**src/rtl/axis_traffic_gen.sv**
```systemverilog
// AXI-Stream synthetic traffic generator: LFSR-gated packet injection with
// selectable destination patterns, per-destination and total packet counters.
module axis_traffic_gen #(
  parameter int          TDATA_WIDTH = 64,
  parameter int          TDEST_WIDTH = 4,
  parameter int          TID_WIDTH   = 2,
  parameter int          NUM_ROUTERS = 10,
  parameter int          TID         = 0,
  parameter int          COUNT_WIDTH = 32,
  parameter logic [31:0] SEED        = 32'd1,
  parameter int          MAX_PKT_LEN = 8,
  localparam int         LEN_W       = $clog2(MAX_PKT_LEN + 1),
  localparam int         HALF_W      = TDATA_WIDTH / 2
) (
  input  logic                   clk,
  input  logic                   rst_n,
  input  logic [15:0]            load,
  input  logic [COUNT_WIDTH-1:0] num_packets,
  input  logic                   start,
  input  logic [1:0]             mode,
  input  logic [TDEST_WIDTH-1:0] fixed_dest,
  input  logic [LEN_W-1:0]       pkt_len,
  input  logic [HALF_W-1:0]      ticks,
  output logic                   done,
  output logic [COUNT_WIDTH-1:0] sent_packets [NUM_ROUTERS],
  output logic [COUNT_WIDTH-1:0] total_sent_packets,
  output logic                   axis_out_tvalid,
  input  logic                   axis_out_tready,
  output logic [TDATA_WIDTH-1:0] axis_out_tdata,
  output logic                   axis_out_tlast,
  output logic [TID_WIDTH-1:0]   axis_out_tid,
  output logic [TDEST_WIDTH-1:0] axis_out_tdest
);

  localparam logic [31:0]            LFSR_INIT = (SEED == 32'd0) ? 32'd1 : SEED;
  localparam logic [31:0]            LFSR_TAPS = 32'h8020_0003;
  localparam logic [TDEST_WIDTH-1:0] LAST_DEST = TDEST_WIDTH'(NUM_ROUTERS - 1);
  localparam logic [LEN_W-1:0]       MAX_LEN   = LEN_W'(MAX_PKT_LEN);

  typedef enum logic [1:0] {S_IDLE, S_GAP, S_SEND, S_DONE} state_t;

  state_t                 r_state, w_state_next;
  logic [31:0]            r_lfsr;
  logic [TDEST_WIDTH-1:0] r_rr;
  logic [TDEST_WIDTH-1:0] r_dest;
  logic [LEN_W-1:0]       r_len;
  logic [LEN_W-1:0]       r_flit;
  logic [HALF_W-1:0]      r_ts;
  logic [COUNT_WIDTH-1:0] r_cnt [NUM_ROUTERS];
  logic [COUNT_WIDTH-1:0] r_total;

  logic [31:0]            w_lfsr_next;
  logic                   w_inject;
  logic                   w_take;
  logic                   w_fire;
  logic                   w_last;
  logic [TDEST_WIDTH-1:0] w_rand_dest;
  logic [TDEST_WIDTH-1:0] w_rr_next;
  logic [TDEST_WIDTH-1:0] w_dest;
  logic [LEN_W-1:0]       w_len;
  logic [COUNT_WIDTH-1:0] w_cnt_sel;
  logic [COUNT_WIDTH-1:0] w_total_inc;
  logic [HALF_W-1:0]      w_lo;

  assign w_lfsr_next = {1'b0, r_lfsr[31:1]} ^ (r_lfsr[0] ? LFSR_TAPS : '0);
  assign w_inject    = (load == 16'hFFFF) || (r_lfsr[15:0] < load);
  assign w_total_inc = r_total + 1'b1;

  // Scale the upper LFSR half into [0, NUM_ROUTERS) without a divider.
  assign w_rand_dest = TDEST_WIDTH'((32'(r_lfsr[31:16]) * 32'(NUM_ROUTERS)) >> 16);
  assign w_rr_next   = (r_rr == LAST_DEST) ? '0 : r_rr + 1'b1;

  always_comb begin
    w_dest = w_rand_dest;
    unique case (mode)
      2'd0: w_dest = w_rand_dest;
      2'd1: w_dest = (32'(fixed_dest) >= 32'(NUM_ROUTERS)) ? LAST_DEST : fixed_dest;
      2'd2: w_dest = r_rr;
      2'd3: begin
        if (32'(w_rand_dest) == 32'(TID))
          w_dest = (w_rand_dest == LAST_DEST) ? '0 : w_rand_dest + 1'b1;
      end
      default: w_dest = w_rand_dest;
    endcase
  end

  always_comb begin
    w_len = pkt_len;
    if (pkt_len == '0)         w_len = LEN_W'(1);
    else if (pkt_len > MAX_LEN) w_len = MAX_LEN;
  end

  always_comb begin
    w_cnt_sel = '0;
    for (int unsigned j = 0; j < NUM_ROUTERS; j++)
      if (r_dest == TDEST_WIDTH'(j)) w_cnt_sel = r_cnt[j];
  end

  assign w_lo = (r_flit == '0) ? HALF_W'(w_cnt_sel) : HALF_W'(r_flit);

  always_ff @(posedge clk or negedge rst_n) begin
    if (!rst_n) r_state <= S_IDLE;
    else        r_state <= w_state_next;
  end

  always_comb begin
    w_state_next    = r_state;
    w_take          = 1'b0;
    done            = 1'b0;
    axis_out_tvalid = 1'b0;
    axis_out_tlast  = 1'b0;
    axis_out_tdata  = '0;
    axis_out_tdest  = '0;
    unique case (r_state)
      S_IDLE: begin
        if (start) begin
          if (r_total == num_packets)     w_state_next = S_DONE;
          else if (r_total < num_packets) w_state_next = S_GAP;
        end
      end
      S_GAP: begin
        if (!start) begin
          w_state_next = S_IDLE;
        end else if (w_inject) begin
          w_take       = 1'b1;
          w_state_next = S_SEND;
        end
      end
      S_SEND: begin
        axis_out_tvalid = 1'b1;
        axis_out_tlast  = (r_flit == r_len - 1'b1);
        axis_out_tdata  = {r_ts, w_lo};
        axis_out_tdest  = r_dest;
        if (axis_out_tready && axis_out_tlast)
          w_state_next = (w_total_inc == num_packets) ? S_DONE : S_GAP;
      end
      S_DONE: done = 1'b1;
      default: w_state_next = S_IDLE;
    endcase
  end

  assign w_fire = axis_out_tvalid && axis_out_tready;
  assign w_last = w_fire && axis_out_tlast;

  always_ff @(posedge clk or negedge rst_n) begin
    if (!rst_n) begin
      r_lfsr  <= LFSR_INIT;
      r_rr    <= '0;
      r_dest  <= '0;
      r_len   <= '0;
      r_flit  <= '0;
      r_ts    <= '0;
      r_total <= '0;
      for (int unsigned j = 0; j < NUM_ROUTERS; j++) r_cnt[j] <= '0;
    end else begin
      if (r_state == S_GAP) r_lfsr <= w_lfsr_next;
      if (w_take) begin
        r_dest <= w_dest;
        r_len  <= w_len;
        r_ts   <= ticks;
        r_flit <= '0;
        if (mode == 2'd2) r_rr <= w_rr_next;
      end
      if (w_last) begin
        r_total <= w_total_inc;
        for (int unsigned j = 0; j < NUM_ROUTERS; j++)
          if (r_dest == TDEST_WIDTH'(j)) r_cnt[j] <= r_cnt[j] + 1'b1;
      end else if (w_fire) begin
        r_flit <= r_flit + 1'b1;
      end
    end
  end

  assign sent_packets       = r_cnt;
  assign total_sent_packets = r_total;
  assign axis_out_tid       = TID_WIDTH'(TID);

endmodule
```
**config.mk**
```make
export PLATFORM = sky130hd
export DESIGN_NAME = axis_traffic_gen
export DESIGN_NICKNAME = d
export VERILOG_FILES = /design/src/rtl/axis_traffic_gen.sv
export SDC_FILE = /design/constraint.sdc
export NUM_CORES = 1
export LEC_CHECK = 0
export BUFFER_PORTS_ARGS = -buffer_cell sky130_fd_sc_hd__buf_2
export CAP_MARGIN = 20
export CORE_MARGIN = 5
export CORE_UTILIZATION = 50
export CTS_CLUSTER_SIZE = 40
export DETAILED_ROUTE_END_ITERATION = 6
export PLACE_DENSITY = 0.77
export SYNTH_ARGS = -nofsm -noshare
export SYNTH_HDL_FRONTEND = slang
export SYNTH_SLANG_ARGS = --single-unit
```
**constraint.sdc**
```tcl
create_clock -name clk -period 3 [get_ports clk]
set_input_delay 0.45 -clock clk [delete_from_list [all_inputs] [get_ports clk]]
set_output_delay 0.45 -clock clk [all_outputs]
set_load 0.005 [all_outputs]
```
==> results of run 1 <==
[layout make-up]
type                       count  area share, %
tap                          615          2.419
timing repair buffer         744          14.79
clock buffer                  72          4.499
inverter                      97          1.160
antenna                        1       0.007866
multi-input combinational   1755          42.19
sequential                   434          34.17
clock inverter                17         0.7630
[per-stage QoR]
stage	power [W]	utilization (%)	setup slack (ns)	setup TNS, ns	std cells
3_5_place_dp	0.01219	59.88	-0.2924	-0.4564	3585
3_3_place_gp	0.01192	59.88	-0.1963	-0.2644	3585
6_report	0.02030	66.77	-0.3875	-7.991	3735
4_1_cts	0.01910	64.86	-0.3601	-7.997	3701
5_1_grt	0.02128	66.76	-0.4328	-11.36	3734
2_1_floorplan	0.01023	-	-0.02185	-0.02185	2382
[kinds of logic after synthesis]
group | Yosys count | share of synthesized area [%]
buffers and inverters | 193 | 3.123
multiplexers | 109 | 6.272
adder cells (fa/ha/maj) | 92 | 4.780
AND/OR/NAND/NOR | 859 | 18.19
other | 1 | 0.01557
flip-flops | 434 | 45.11
AO/OA/AOI/OAI | 300 | 8.158
XOR/XNOR | 393 | 14.35
[how the worst max path moves through the flow]
stage,endpoint,slack [ns],cells after the start,from
final,axis_out_tdata[24],-0.39,9,r_dest[0]
after global routing,axis_out_tdata[31],-0.43,8,r_dest[0]
after CTS,axis_out_tdata[4],-0.36,7,r_dest[0]
after detailed placement,r_state[1],-0.29,12,num_packets[29]
after global placement,r_state[1],-0.20,12,num_packets[29]
after floorplan,r_state[1],-0.02,10,total_sent_packets[1]
[sequential cells by signal, indices dropped and copies added, names as in the netlist]
name,count
sent_packets,320
r_len,4
r_flit,4
r_ts,32
r_lfsr,32
r_state,2
total_sent_packets,32
r_dest,4
r_rr,4
[power groups by stage]
stage               logic [W]  clock network (W)  registers, W
finish                0.00701            0.00629       0.00700
global route          0.00759            0.00662       0.00707
CTS                   0.00581            0.00636       0.00694
global placement      0.00492                  0       0.00700
detailed placement    0.00515                  0       0.00704
floorplan             0.00339                  0       0.00684
[synth_stat cells (all sizes together), types with 73 or more instances]
library cell,instances
mux2,75
a21oi,111
nand2,175
dfrtp,433
clkbuf,73
nand3,164
ha,92
xor2,134
nor2,163
nand4,88
inv,97
xnor2,258
[worst max-delay path, cell delays in order (launching register included)]
cell      delay, ns
dfrtp_2        0.43
buf_4          0.15
buf_12         0.10
buf_16         0.13
mux4_2         0.55
a222oi_1       0.43
a21oi_1        0.17
a21oi_1        0.15
a21oi_1        0.08
buf_2          0.14
[repair_timing]
item / CTS / global route
hold buffers: 1 / 0
endpoints found under the hold margin: 41 / 0
gates resized for setup: 114 / 123
setup buffers: 24 / 35
endpoints found under the setup margin: 34 / 113
pin swaps: 43 / 73
gates cloned: 2 / 2
[per-layer routing]
| layer | part of all wire, % | GRT usage (%) | up-vias |
|---|---|---|---|
| met5 | 0.031 | 0 | - |
| met4 | 4.3 | 11.48 | 4 |
| met3 | 9.7 | 7.778 | 211 |
| met2 | 49 | 52.86 | 1083 |
| met1 | 37 | 39.91 | 10946 |
| li1 | - | - | 9831 |
==> qor.yml, run 1 <==
syn_area_per_cell_sq_um: 10.11
yosys.area.top_type_share_pct: 45.00
hpwl_microns: 65960
cp_max_fo: 8
drc: 11
cts_sinks: 434
gp_congestion: 0.9616
grt_pass1_vias: 21801
p_int_w: 0.01364
grt_pass1_wl_microns: 131400
grt_max_degree: 80
synth_cell_types: 63
core_sq_um: 47650
pwr-share-comb_pct: 34.5
ys_seq_area_share_pct: 45.11
p_clk_share_pct: 31.0
antenna_found_initial: 5
slew_violations: 0
skew_ns: 0.02163
required_ns: 2.55
synthArstFlopShare_pct: 100.0
slew_headroom_pct: 63.08
root_buffer: "clkbuf_16"
status: "finished, violations left"
mostFrequentLayoutCells: "buf_2 (512), dfrtp_1 (426), xnor2_1 (257)"
fin_nets: 3266
clkTransAtPathRegs_ns: 0.06
finish.instance_area_sq_um: 31810
r2r_cells: 10
ys_ff_latch: 434
globalRouteOverflowTotal: 0
cts_tree: "done"
synth_area_leaders: "dfrtp_1 (45%), xnor2_1 (9.4%), xor2_1 (4.9%), ha_1 (4.8%), mux2_2 (3.5%)"
p_per_area_nw_per_um2: 638.1
totalWireLength_microns: 87950
routed_via_density: 5.910
grtUsageTotal_pct: 31.56
final.period_utilization_pct: 112.9
wl_per_cell_microns: 23.55
cp-end-kind: "primary output"
drv_cap: 0
regToRegStartpoint: "total_sent_packets[0]"
die_x_microns: 229.5
synth_edf_count: 0
final_common_cell: "buf_2"
numPortBuffers: 516
setup_violations: 33
min_to: "r_len[0]"
fin_crit_ns: 3.387
rsz0062_at_grt: "yes"
antenna_left: 0
via_count: 22075
hold_viol_final: 0
syn-cell-area_sq_um: 24080
synthCells: 2381
p_sw_share_pct: 32.80
hold_slack_ns: 0.06313
synth_warnings: 0
rr_endpoint: "r_state[1]"
cp.arrival_ns: 2.94
ys.flop_type: "dfrtp_1"
vdd_drop_max_mv: 0.5963
postPlaceCellArea_sq_um: 28530
p_switching_w: 0.006658
pin_count: 519
worstHoldPathCells: 2
seqCellArea_sq_um: 10870
hp-start: "pkt_len[3]"
violations: "design-rule violations, negative setup slack"
seqPwrFrac_pct: 34.5
fillers: 3556
start_util_pct: 50.54
tightestPinTransition_ns: 0.5496
r2r_slack_ns: -0.03
clk_latency_ns: 0.61
hp-class: "in -> reg"
dieArea_sq_um: 52650
die_y_microns: 229.5
leakagePower_nw: 16.04
cp-start-kind: "flop"
setup_slack_ns: -0.3875
max_freq_mhz: 295.2
numCtsBuffers: 48
drt_pass1_iterations: 7
crit_type: "reg -> out"
first_iter_violations: 2068
num_rows: 80
h-tree-depth: 2
synthToLayoutAreaGrowth_pct: 32.12
drive_gt1_share_pct: 35.11
clock_path_buffers: 3
multiInputGateArea_sq_um: 13420
synth_area_leader_cell: "dfrtp_1"
(Power assumes the default switching activity.)
==> inputs of run 2 (changes only) <==
==> config.mk (replaced) <==
export PLATFORM = sky130hd
export DESIGN_NAME = axis_traffic_gen
export DESIGN_NICKNAME = d
export VERILOG_FILES = /design/src/rtl/axis_traffic_gen.sv
export SDC_FILE = /design/constraint.sdc
export NUM_CORES = 1
export LEC_CHECK = 0
export CAP_MARGIN = 20
export CORE_MARGIN = 5
export CORE_UTILIZATION = 60
export CTS_CLUSTER_SIZE = 40
export DETAILED_ROUTE_END_ITERATION = 6
export DONT_BUFFER_PORTS = 1
export PLACE_DENSITY = 0.76
export SYNTH_ARGS = -nofsm -noshare
export SYNTH_HDL_FRONTEND = slang
export SYNTH_SLANG_ARGS = --single-unit
==> constraint.sdc (replaced) <==
create_clock -name clk -period 3.6 [get_ports clk]
set_input_delay 0.54 -clock clk [delete_from_list [all_inputs] [get_ports clk]]
set_output_delay 0.54 -clock clk [all_outputs]
set_load 0.005 [all_outputs]
==> qor.yml, run 2 (same netlist as run 1, synthesis figures left out) <==
core_sq_um: 39730  # -17%
hp-class: "in -> async"
synthToLayoutAreaGrowth_pct: 10.51
crit_type: "reg -> out"
fillers: 3058  # -14%
cts_sinks: 434  # unchanged
start_util_pct: 60.60  # +10 points
p_per_area_nw_per_um2: 546.8  # -14%
final_common_cell: "dfrtp_1"
grt_max_degree: 435  # +440%
mostFrequentLayoutCells: "dfrtp_1 (430), xnor2_1 (258), nand2_1 (175)"
p_clk_share_pct: 34.2  # +3.2 points
diodes: 0  # -1
drv_cap: 0  # unchanged
crit_path_frequent_cell: "a21oi_1"
drive_gt1_share_pct: 11.43  # -24 points
stdcell_count: 2965  # -21%
vdd_drop_max_mv: 0.5312  # -11%
hold_viol_final: 240  # +240
num_rows: 73  # -8.8%
cp_slowest_cell: "mux4_2"
largest_reg_flops: 320  # unchanged
required_ns: 3.06  # +0.51 ns
routed_via_density: 6.400  # +8.3%
seqPwrFrac_pct: 40.1  # +5.6 points
p_switching_w: 0.004590  # -31%
drc: 3  # -8
clk_latency_ns: 0.61  # about the same
root_buffer: "clkbuf_16"
antenna_left: 0  # unchanged
skew_ns: 0.03081  # +0.009181 ns
grtUsageTotal_pct: 33.17  # +1.6 points
first_iter_violations: 1837  # -11%
cp-end-kind: "primary output"
final_util_pct: 66.97  # +0.20 points
drt_pass1_iterations: 7  # unchanged
max_freq_mhz: 284.8
grt_pass1_vias: 19004  # -13%
setup_violations: 0  # -100%
tns_ns: 0  # +7.991 ns
p_int_w: 0.009959  # -27%
violations: "design-rule violations, negative hold slack, max-slew violations"
fin_nets: 2588  # -21%
clkTransAtPathRegs_ns: 0.06  # about the same
p_sw_share_pct: 31.55  # -1.3 points
numCtsBuffers: 48  # unchanged
die_x_microns: 210.3  # -8.3%
wl_per_cell_microns: 25.49  # +8.3%
via_count: 18976  # -14%
worst_path_largest_cell_delay_ns: 0.56  # about the same
fin_crit_ns: 3.511
cp.arrival_ns: 2.97  # +0.03 ns
leakagePower_nw: 12.31  # -23%
grt_pass1_wl_microns: 115100  # -12%
tightestPinTransition_ns: 2.027  # +1.478 ns
globalRouteOverflowTotal: 0  # unchanged
cp-start-kind: "flop"
hold_slack_ns: -0.3583  # -0.4214 ns
slew_headroom_pct: -35.14  # -98 points
dieArea_sq_um: 44240  # -16%
totalWireLength_microns: 75590  # -14%
rsz0062_at_grt: "no"
numPortBuffers: 0  # -100%
h-tree-depth: 2  # unchanged
clock_path_buffers: 3  # unchanged
cts_tree: "done"
cp_max_fo: 10  # +2
final.period_utilization_pct: 97.52
hpwl_microns: 57980  # -12%
pwr-share-comb_pct: 25.7  # -8.8 points
antenna_found_initial: 0  # -5
slew_violations: 204  # +204
r2r_cells: 9  # -1
placed_cells: 2873  # -20%
gp_congestion: 1.013  # +5.3%
die_y_microns: 210.3  # -8.3%
status: "finished, violations left"
pin_count: 519  # unchanged
path_cells: "buf_4 -> clkbuf_16 -> mux4_2 -> a222oi_1 -> a21oi_1 -> a21oi_1 -> a21oi_1"
run 2: cell count changes in the layout (fill, tap and decap cells not counted), moves of 9 or more:
cell,previous run,this run
buf_12,19,4
buf_6,19,0
buf_2,512,0
a21oi_1,78,111
a21oi_2,29,0
nor3_1,43,52
ha_1,73,92
ha_4,16,0
buf_4,187,60
run 2: worst paths after layout:
kind	from	endpoint	slack, ns
max	r_dest[0]	axis_out_tdata[15]	0.09
min	rst_n	sent_packets[26]	-0.36
max reg2reg	total_sent_packets[2]	r_state[1]	0.30
min reg2reg	r_ts[20]	r_ts[20]	0.50
max in group asynchronous	rst_n	sent_packets[21]	2.34
min in group clk	pkt_len[3]	r_len[0]	0.04
run 2: cell type report:
cell class	count	area [sq um]	share of cell area [%]
inverter	97	364.1	1.368
tap	525	656.9	2.469
multi-input combinational	1755	12540	47.12
clock inverter	20	236.5	0.8887
clock buffer	68	1376	5.172
timing repair buffer	66	570.5	2.144
sequential	434	10870	40.84
run 2: what timing repair did:
action,4_1_cts,5_1_grt
gates cloned,0,1
endpoints found under the hold margin,434,434
setup buffers,0,3
setup endpoints to repair,3,11
resized for setup,1,10
pin swaps,1,1
run 2: power by group through the flow:
| stage | sequential [W] | combinational (W) | clock, W |
|---|---|---|---|
| 2_1_floorplan | 0.00570 | 0.00282 | 0 |
| 3_3_place_gp | 0.00589 | 0.00348 | 0 |
| 3_5_place_dp | 0.00592 | 0.00364 | 0 |
| 4_1_cts | 0.00584 | 0.00366 | 0.00505 |
| 5_1_grt | 0.00592 | 0.00417 | 0.00525 |
| 6_report | 0.00584 | 0.00374 | 0.00497 |
run 2: through the flow:
stage / hold WS (ns) / area, sq um / worst slack [ns] / power [W]
floorplan: 0.2444 / 24080 / 0.4741 / 0.008525
global placement: 0.2558 / 24910 / 0.2874 / 0.009372
detailed placement: 0.2584 / 24910 / 0.2403 / 0.009562
CTS: -0.3751 / 26530 / 0.007861 / 0.01455
global route: -0.3761 / 26610 / 0.01691 / 0.01534
finish: -0.3583 / 26610 / 0.08915 / 0.01455
run 2: routing by layer:
layer  track usage [%]  wire [microns]  vias up
li1                  -               -     8474
met1             39.63           27690     9413
met2             54.22           35810      893
met3             12.71            8509      196
met4             13.77            3571        0
met5                 0               0        -
run 2: critical path, delay by kind of cell, from the launching register on:
| kind | cells | cell delay, ns |
|---|---|---|
| AO/OA/AOI/OAI | 4 | 0.98 |
| buffers and inverters | 2 | 0.37 |
| flip-flops | 1 | 0.48 |
| multiplexers | 1 | 0.56 |
